File: src/rtl/i2s_dual_rx.sv
// Two-channel I2S receiver: MIC1 (left slot) -> o_d, MIC2 (right slot) -> o_x, oversampled on i_clk.
// Optional macro I2S_RX_FRAME_CHECK_EN adds slot-length checking with o_err reporting.
module i2s_dual_rx #(
    parameter int NB_DATA   = 32,
    parameter int NB_SAMPLE = 24,
    parameter int NB_SLOT   = 32
) (
    input  logic               i_clk,
    input  logic               i_rst,
    input  logic               i_sck,
    input  logic               i_ws,
    input  logic               i_sd,
    output logic [NB_DATA-1:0] o_d,
    output logic [NB_DATA-1:0] o_x,
    output logic               o_valid,
    output logic               o_err
);

    localparam int CW = $clog2(NB_SAMPLE + 1);
    localparam logic [CW-1:0] SAMP_FULL = CW'(NB_SAMPLE);

    typedef enum logic [1:0] {
        ST_SYNC,
        ST_LEFT,
        ST_RIGHT
    } state_t;

    state_t state, state_nxt;

    logic [1:0] sck_sy, ws_sy, sd_sy;
    logic       sck_d, ws_prev;
    logic       sck_rise, ws_rise, ws_fall, ws_chg;

    logic [NB_SLOT-1:0]   sr;
    logic [NB_SLOT:0]     cat;
    logic [CW-1:0]        bit_cnt, fill;
    logic [NB_SAMPLE-1:0] samp, word_cur;

    logic lft_cap, pair_end, frame_bad;

    logic                        vld_p0, err_p0, lft_p0;
    logic [NB_SAMPLE-1:0]        word_p0;
    logic                        vld_p1, err_p1;
    logic signed [NB_DATA-1:0]   mic1_p1, mic2_p1;

    // Places the first received slot bits at the top of the sample, zero-filling missing LSBs.
    function automatic logic [NB_SAMPLE-1:0] pack_word(input logic [NB_SLOT:0] c,
                                                       input logic [CW-1:0]    sh);
        return NB_SAMPLE'(c << sh);
    endfunction

    function automatic logic signed [NB_DATA-1:0] sign_extend(input logic [NB_SAMPLE-1:0] w);
        logic signed [NB_SAMPLE-1:0] s;
        s = w;
        return NB_DATA'(s);
    endfunction

    always_ff @(posedge i_clk) begin
        if (i_rst) begin
            sck_sy  <= '0;
            ws_sy   <= '0;
            sd_sy   <= '0;
            sck_d   <= 1'b0;
            ws_prev <= 1'b0;
        end else begin
            sck_sy <= {sck_sy[0], i_sck};
            ws_sy  <= {ws_sy[0], i_ws};
            sd_sy  <= {sd_sy[0], i_sd};
            sck_d  <= sck_sy[1];
            if (sck_rise) begin
                ws_prev <= ws_sy[1];
            end
        end
    end

    assign sck_rise = sck_sy[1] & ~sck_d;
    assign ws_rise  = sck_rise & ws_sy[1] & ~ws_prev;
    assign ws_fall  = sck_rise & ~ws_sy[1] & ws_prev;
    assign ws_chg   = ws_rise | ws_fall;

    // bit_cnt counts bits of the current slot and saturates once the sample is complete.
    assign cat      = {sr, sd_sy[1]};
    assign fill     = (bit_cnt == SAMP_FULL) ? SAMP_FULL : bit_cnt + 1'b1;
    assign word_cur = (bit_cnt == SAMP_FULL) ? samp : pack_word(cat, SAMP_FULL - fill);

    always_ff @(posedge i_clk) begin
        if (i_rst) begin
            sr      <= '0;
            bit_cnt <= '0;
        end else if (sck_rise) begin
            sr <= cat[NB_SLOT-1:0];
            if (ws_chg) begin
                bit_cnt <= '0;
            end else if (bit_cnt != SAMP_FULL) begin
                bit_cnt <= bit_cnt + 1'b1;
            end
        end
    end

    always_ff @(posedge i_clk) begin
        if (sck_rise && (bit_cnt == SAMP_FULL - 1'b1)) begin
            samp <= NB_SAMPLE'(cat);
        end
    end

`ifdef I2S_RX_FRAME_CHECK_EN
    localparam int SW = $clog2(NB_SLOT + 1);
    localparam logic [SW-1:0] SLOT_FULL = SW'(NB_SLOT);
    localparam logic [SW-1:0] SLOT_LAST = SW'(NB_SLOT - 1);

    logic [SW-1:0] slot_cnt;
    logic          pair_bad, slot_bad;

    // A slot is good when the edge carrying the ws change is its NB_SLOT-th bit.
    assign slot_bad  = (slot_cnt != SLOT_LAST);
    assign frame_bad = pair_bad | slot_bad;

    always_ff @(posedge i_clk) begin
        if (i_rst) begin
            slot_cnt <= '0;
            pair_bad <= 1'b0;
        end else begin
            if (sck_rise) begin
                if (ws_chg) begin
                    slot_cnt <= '0;
                end else if (slot_cnt != SLOT_FULL) begin
                    slot_cnt <= slot_cnt + 1'b1;
                end
            end
            if (lft_cap) begin
                pair_bad <= slot_bad;
            end
        end
    end
`else
    assign frame_bad = 1'b0;
`endif

    always_ff @(posedge i_clk) begin
        if (i_rst) begin
            state <= ST_SYNC;
        end else begin
            state <= state_nxt;
        end
    end

    always_comb begin
        state_nxt = state;
        lft_cap   = 1'b0;
        pair_end  = 1'b0;
        case (state)
            ST_SYNC: begin
                if (ws_fall) begin
                    state_nxt = ST_LEFT;
                end
            end
            ST_LEFT: begin
                if (ws_rise) begin
                    state_nxt = ST_RIGHT;
                    lft_cap   = 1'b1;
                end
            end
            ST_RIGHT: begin
                if (ws_fall) begin
                    state_nxt = ST_LEFT;
                    pair_end  = 1'b1;
                end
            end
            default: state_nxt = ST_SYNC;
        endcase
    end

    // Stage p0: completed slot word registered on the sck edge that closed it.
    always_ff @(posedge i_clk) begin
        if (i_rst) begin
            vld_p0 <= 1'b0;
            err_p0 <= 1'b0;
            lft_p0 <= 1'b0;
        end else begin
            vld_p0 <= pair_end & ~frame_bad;
            err_p0 <= pair_end & frame_bad;
            lft_p0 <= lft_cap;
        end
    end

    always_ff @(posedge i_clk) begin
        if (pair_end | lft_cap) begin
            word_p0 <= word_cur;
        end
    end

    // Stage p1: sign extension; the left word is held here until its right partner arrives.
    always_ff @(posedge i_clk) begin
        if (i_rst) begin
            vld_p1 <= 1'b0;
            err_p1 <= 1'b0;
        end else begin
            vld_p1 <= vld_p0;
            err_p1 <= err_p0;
        end
    end

    always_ff @(posedge i_clk) begin
        if (lft_p0) begin
            mic1_p1 <= sign_extend(word_p0);
        end
        if (vld_p0) begin
            mic2_p1 <= sign_extend(word_p0);
        end
    end

    // Stage p2: output pair register.
    always_ff @(posedge i_clk) begin
        if (i_rst) begin
            o_valid <= 1'b0;
            o_err   <= 1'b0;
            o_d     <= '0;
            o_x     <= '0;
        end else begin
            o_valid <= vld_p1;
            o_err   <= err_p1;
            if (vld_p1) begin
                o_d <= mic1_p1;
                o_x <= mic2_p1;
            end
        end
    end

endmodule

File: config.mk
export PLATFORM = sky130hd
export DESIGN_NAME = i2s_dual_rx
export DESIGN_NICKNAME = d
export VERILOG_FILES = /design/src/rtl/i2s_dual_rx.sv
export SDC_FILE = /design/constraint.sdc
export NUM_CORES = 1
export LEC_CHECK = 0
export CAP_MARGIN = 15
export CORE_MARGIN = 2
export CORE_UTILIZATION = 52
export DETAILED_ROUTE_END_ITERATION = 16
export GPL_ROUTABILITY_DRIVEN = 0
export HOLD_SLACK_MARGIN = 0.1
export PLACE_DENSITY = 0.76
export SKIP_CTS_REPAIR_TIMING = 1
export SYNTH_ARGS = -nofsm -noshare
export SYNTH_HDL_FRONTEND = slang
export SYNTH_SLANG_ARGS = --single-unit
File: constraint.sdc
create_clock -name i_clk -period 3.7 [get_ports i_clk]
set_input_delay 0.74 -clock i_clk [delete_from_list [all_inputs] [get_ports i_clk]]
set_output_delay 0.74 -clock i_clk [all_outputs]
set_load 0.05 [all_outputs]
==> flow_summary.yaml <==
timing:
  setup_violations: 0
  hold_violations: 0
  relSlewSlack_pct: 21.87
  holdWs_ns: 0.4395
  fin_crit_ns: 3.470
  drv_slew: 0
  max_freq_mhz: 288.2
  fin_setup_tns_ns: 0
  finalCritPeriodShare_pct: 93.78
  skew_ns: 0.01098
  worstMarginPinSlew_ns: 1.157
  rsz0062_at_grt: "false"
global_routing:
  grt_pass1_vias: 4971
  grt_util_all_layers_pct: 20.41
  antenna_found_initial: 0
  overflow: 0
  grt_max_degree: 47
  grt_pass1_wl_um: 25540
detailed_routing:
  drt_iter0_drc: 477
  drc: 0
  wl_per_cell_um: 18.20
  vias: 5116
  viasPerCell: 5.768
  ant_nets: 0
  drt_pass1_iterations: 5
  drt_wl_total_um: 16150
floorplanning:
  die_height_um: 126.5
  fp.dieW_um: 126.5
  core_mm2: 0.01459
  io-pin-count: 71
  die-area_mm2: 0.01599
  rows: 44
  initial_core_util_pct: 53.46
clock_tree:
  cts_tree: "built"
  cts_root_buf: "clkbuf_16"
  cts.sinks: 186
  htreeDepth: 4
  clockBufferDepth: 2
  clk_latency_ns: 0.44
  numCtsBuffers: 17
  clk_pin_slew_worst_paths_ns: 0.06
logic_synthesis:
  synthArstFlopShare_pct: 0
  seq_area_frac_synth_pct: 60.07
  synth-compound-area-share_pct: 7.300
  yosysTopAreaCell: "edfxtp_1"
  yosysMostFrequentCell: "edfxtp_1"
  synth_nets: 646
  yosys-top-cells-count: "96 x edfxtp_1, 90 x dfxtp_1, 75 x nand2_1"
  syn-cell-area_mm2: 0.007799
  synthAdderAreaFrac_pct: 0.4813
  ys_top_cells_by_area: "edfxtp_1 37%, dfxtp_1 23%, mux2i_1 7.4%, mux4_2 6.4%, nand2_1 3.6%"
  synth_seq_cells: 186
  synthXorXnorAreaFrac_pct: 1.203
  synth.area.mux_share_pct: 15.39
  synth_top_family_by_area: "multiplexers"
  synth_cells: 638
  yosysUniqueCellTypes: 51
  yosys.area.top_type_share_pct: 36.96
  synth_edf_count: 96
  synth_warnings: 0
  yosys.area_share.simple_pct: 10.69
  synthFlopType: "edfxtp_1"
  synth_area_per_cell_um2: 12.22
critical_path:
  startpoint_type: "register"
  critPathMaxFanout: 27
  cp-end-kind: "register"
  r2r_setup_slack_ns: 0.23
  required_ns: 3.87
  critical_path_arrival_ns: 3.64
  worstSetupPathType: "register to register"
layout:
  area_growth_syn_to_layout_pct: 18.11
  antenna_cells: 0
  drive_above_1_share_pct: 13.23
  layout.nets: 698
power:
  p_leak_nw: 3.024
  power_density_mw_per_mm2: 437.5
  vdd_ir_drop_max_uv: 333.2
hold_path:
  hold_path.class: "register to register"
run:
  cap_violations: 0
place:
  io_buffer_count: 69
  dp_hpwl_um: 10670
run_status:
  outcome: "finished, final reports clean"
## path summary, 6_finish.rpt
check / start / endpoint / cells after the start
max: bit_cnt[0] / word_p0[17] / 10
min: sd_sy[0] / sd_sy[1] / 1
max reg2reg: bit_cnt[0] / word_p0[17] / 10
min reg2reg: sd_sy[0] / sd_sy[1] / 1
## power by group
group,switching [mW],internal (mW)
clock network,0.789,0.959
registers,0.00350,2.15
logic,0.0773,0.0510
## layout make-up
type / instances / area, µm²
Tap cell: 184 / 230.2
Fill cell: 1032 / 5378
Clock inverter: 14 / 141.4
Clock buffer: 18 / 439.2
Multi-Input combinational cell: 378 / 2740
Sequential cell: 186 / 4686
Inverter: 18 / 73.82
Timing Repair Buffer: 89 / 900.9
## stage by stage
step | setup slack (ns) | std cells | area (µm²) | total power [mW] | util [%]
2_1_floorplan | 0.07586 | 638 | 7801 | 2.291 | -
3_3_place_gp | 0.2047 | 849 | 8529 | 2.312 | 58.46
3_5_place_dp | 0.1097 | 849 | 8529 | 2.315 | 58.46
4_1_cts | 0.09461 | 881 | 9110 | 4.044 | 62.44
5_1_grt | 0.06034 | 887 | 9211 | 4.148 | 63.14
6_report | 0.2301 | 887 | 9211 | 4.030 | 63.14
## kinds of logic after synthesis
kind of cell | count (synthesis)
DFF | 186
and+or+nand+nor | 187
buffers and inverters | 74
xor gates and xnor gates | 9
other | 1
AOI/OAI and AO/OA | 87
muxes | 91
adders and majority gates | 3
## placed cells by master, fill, tap and decap left out, drive strengths merged, types with 5 or more instances in the layout
cell | Yosys | layout
nand2 | 75 | 75
xor2 | 6 | 6
clkbuf | 29 | 18
dfxtp | 90 | 90
a21oi | 42 | 42
o21ai | 9 | 9
mux2 | 11 | 11
a22o | 5 | 5
inv | 18 | 20
buf | 27 | 21
mux2i | 58 | 58
nand2b | 7 | 7
a32o | 8 | 8
nand3 | 12 | 12
edfxtp | 96 | 96
clkdlybuf4s50 | 0 | 68
nor2b | 12 | 12
clkinv | 0 | 8
mux4 | 22 | 22
nor2 | 66 | 66
## critical path, cell delays in order (launching register included)
cell and delay [ns]:
dfxtp_1 0.31, inv_1 0.10, ha_1 0.17, and4b_1 0.57, buf_4 0.41, a31o_2 0.25
xor2_2 0.29, buf_4 0.34, mux2_2 0.38, a32oi_1 0.24, a21oi_1 0.14
## routing by layer
metal	up-vias	routed length [µm]	part of all wire (%)	global-route usage [%]
li1	2385	-	-	-
met1	2476	6656	41	24.99
met2	207	7809	48	33.50
met3	45	1039	6.4	5.188
met4	3	614	3.8	10.60
met5	-	25	0.15	0
## state kept, by name, indices dropped and copies added, names as in the netlist
register,cells
mic1_p1,24
mic2_p1,24
o_d,24
o_x,24
samp,24
word_p0,24
sr,23
bit_cnt,5
sck_sy,2
sd_sy,2
state,2
ws_sy,2
lft_p0,1
o_valid,1
sck_d,1
vld_p0,1
vld_p1,1
ws_prev,1
Note: power is estimated with default switching activity, not from simulation.
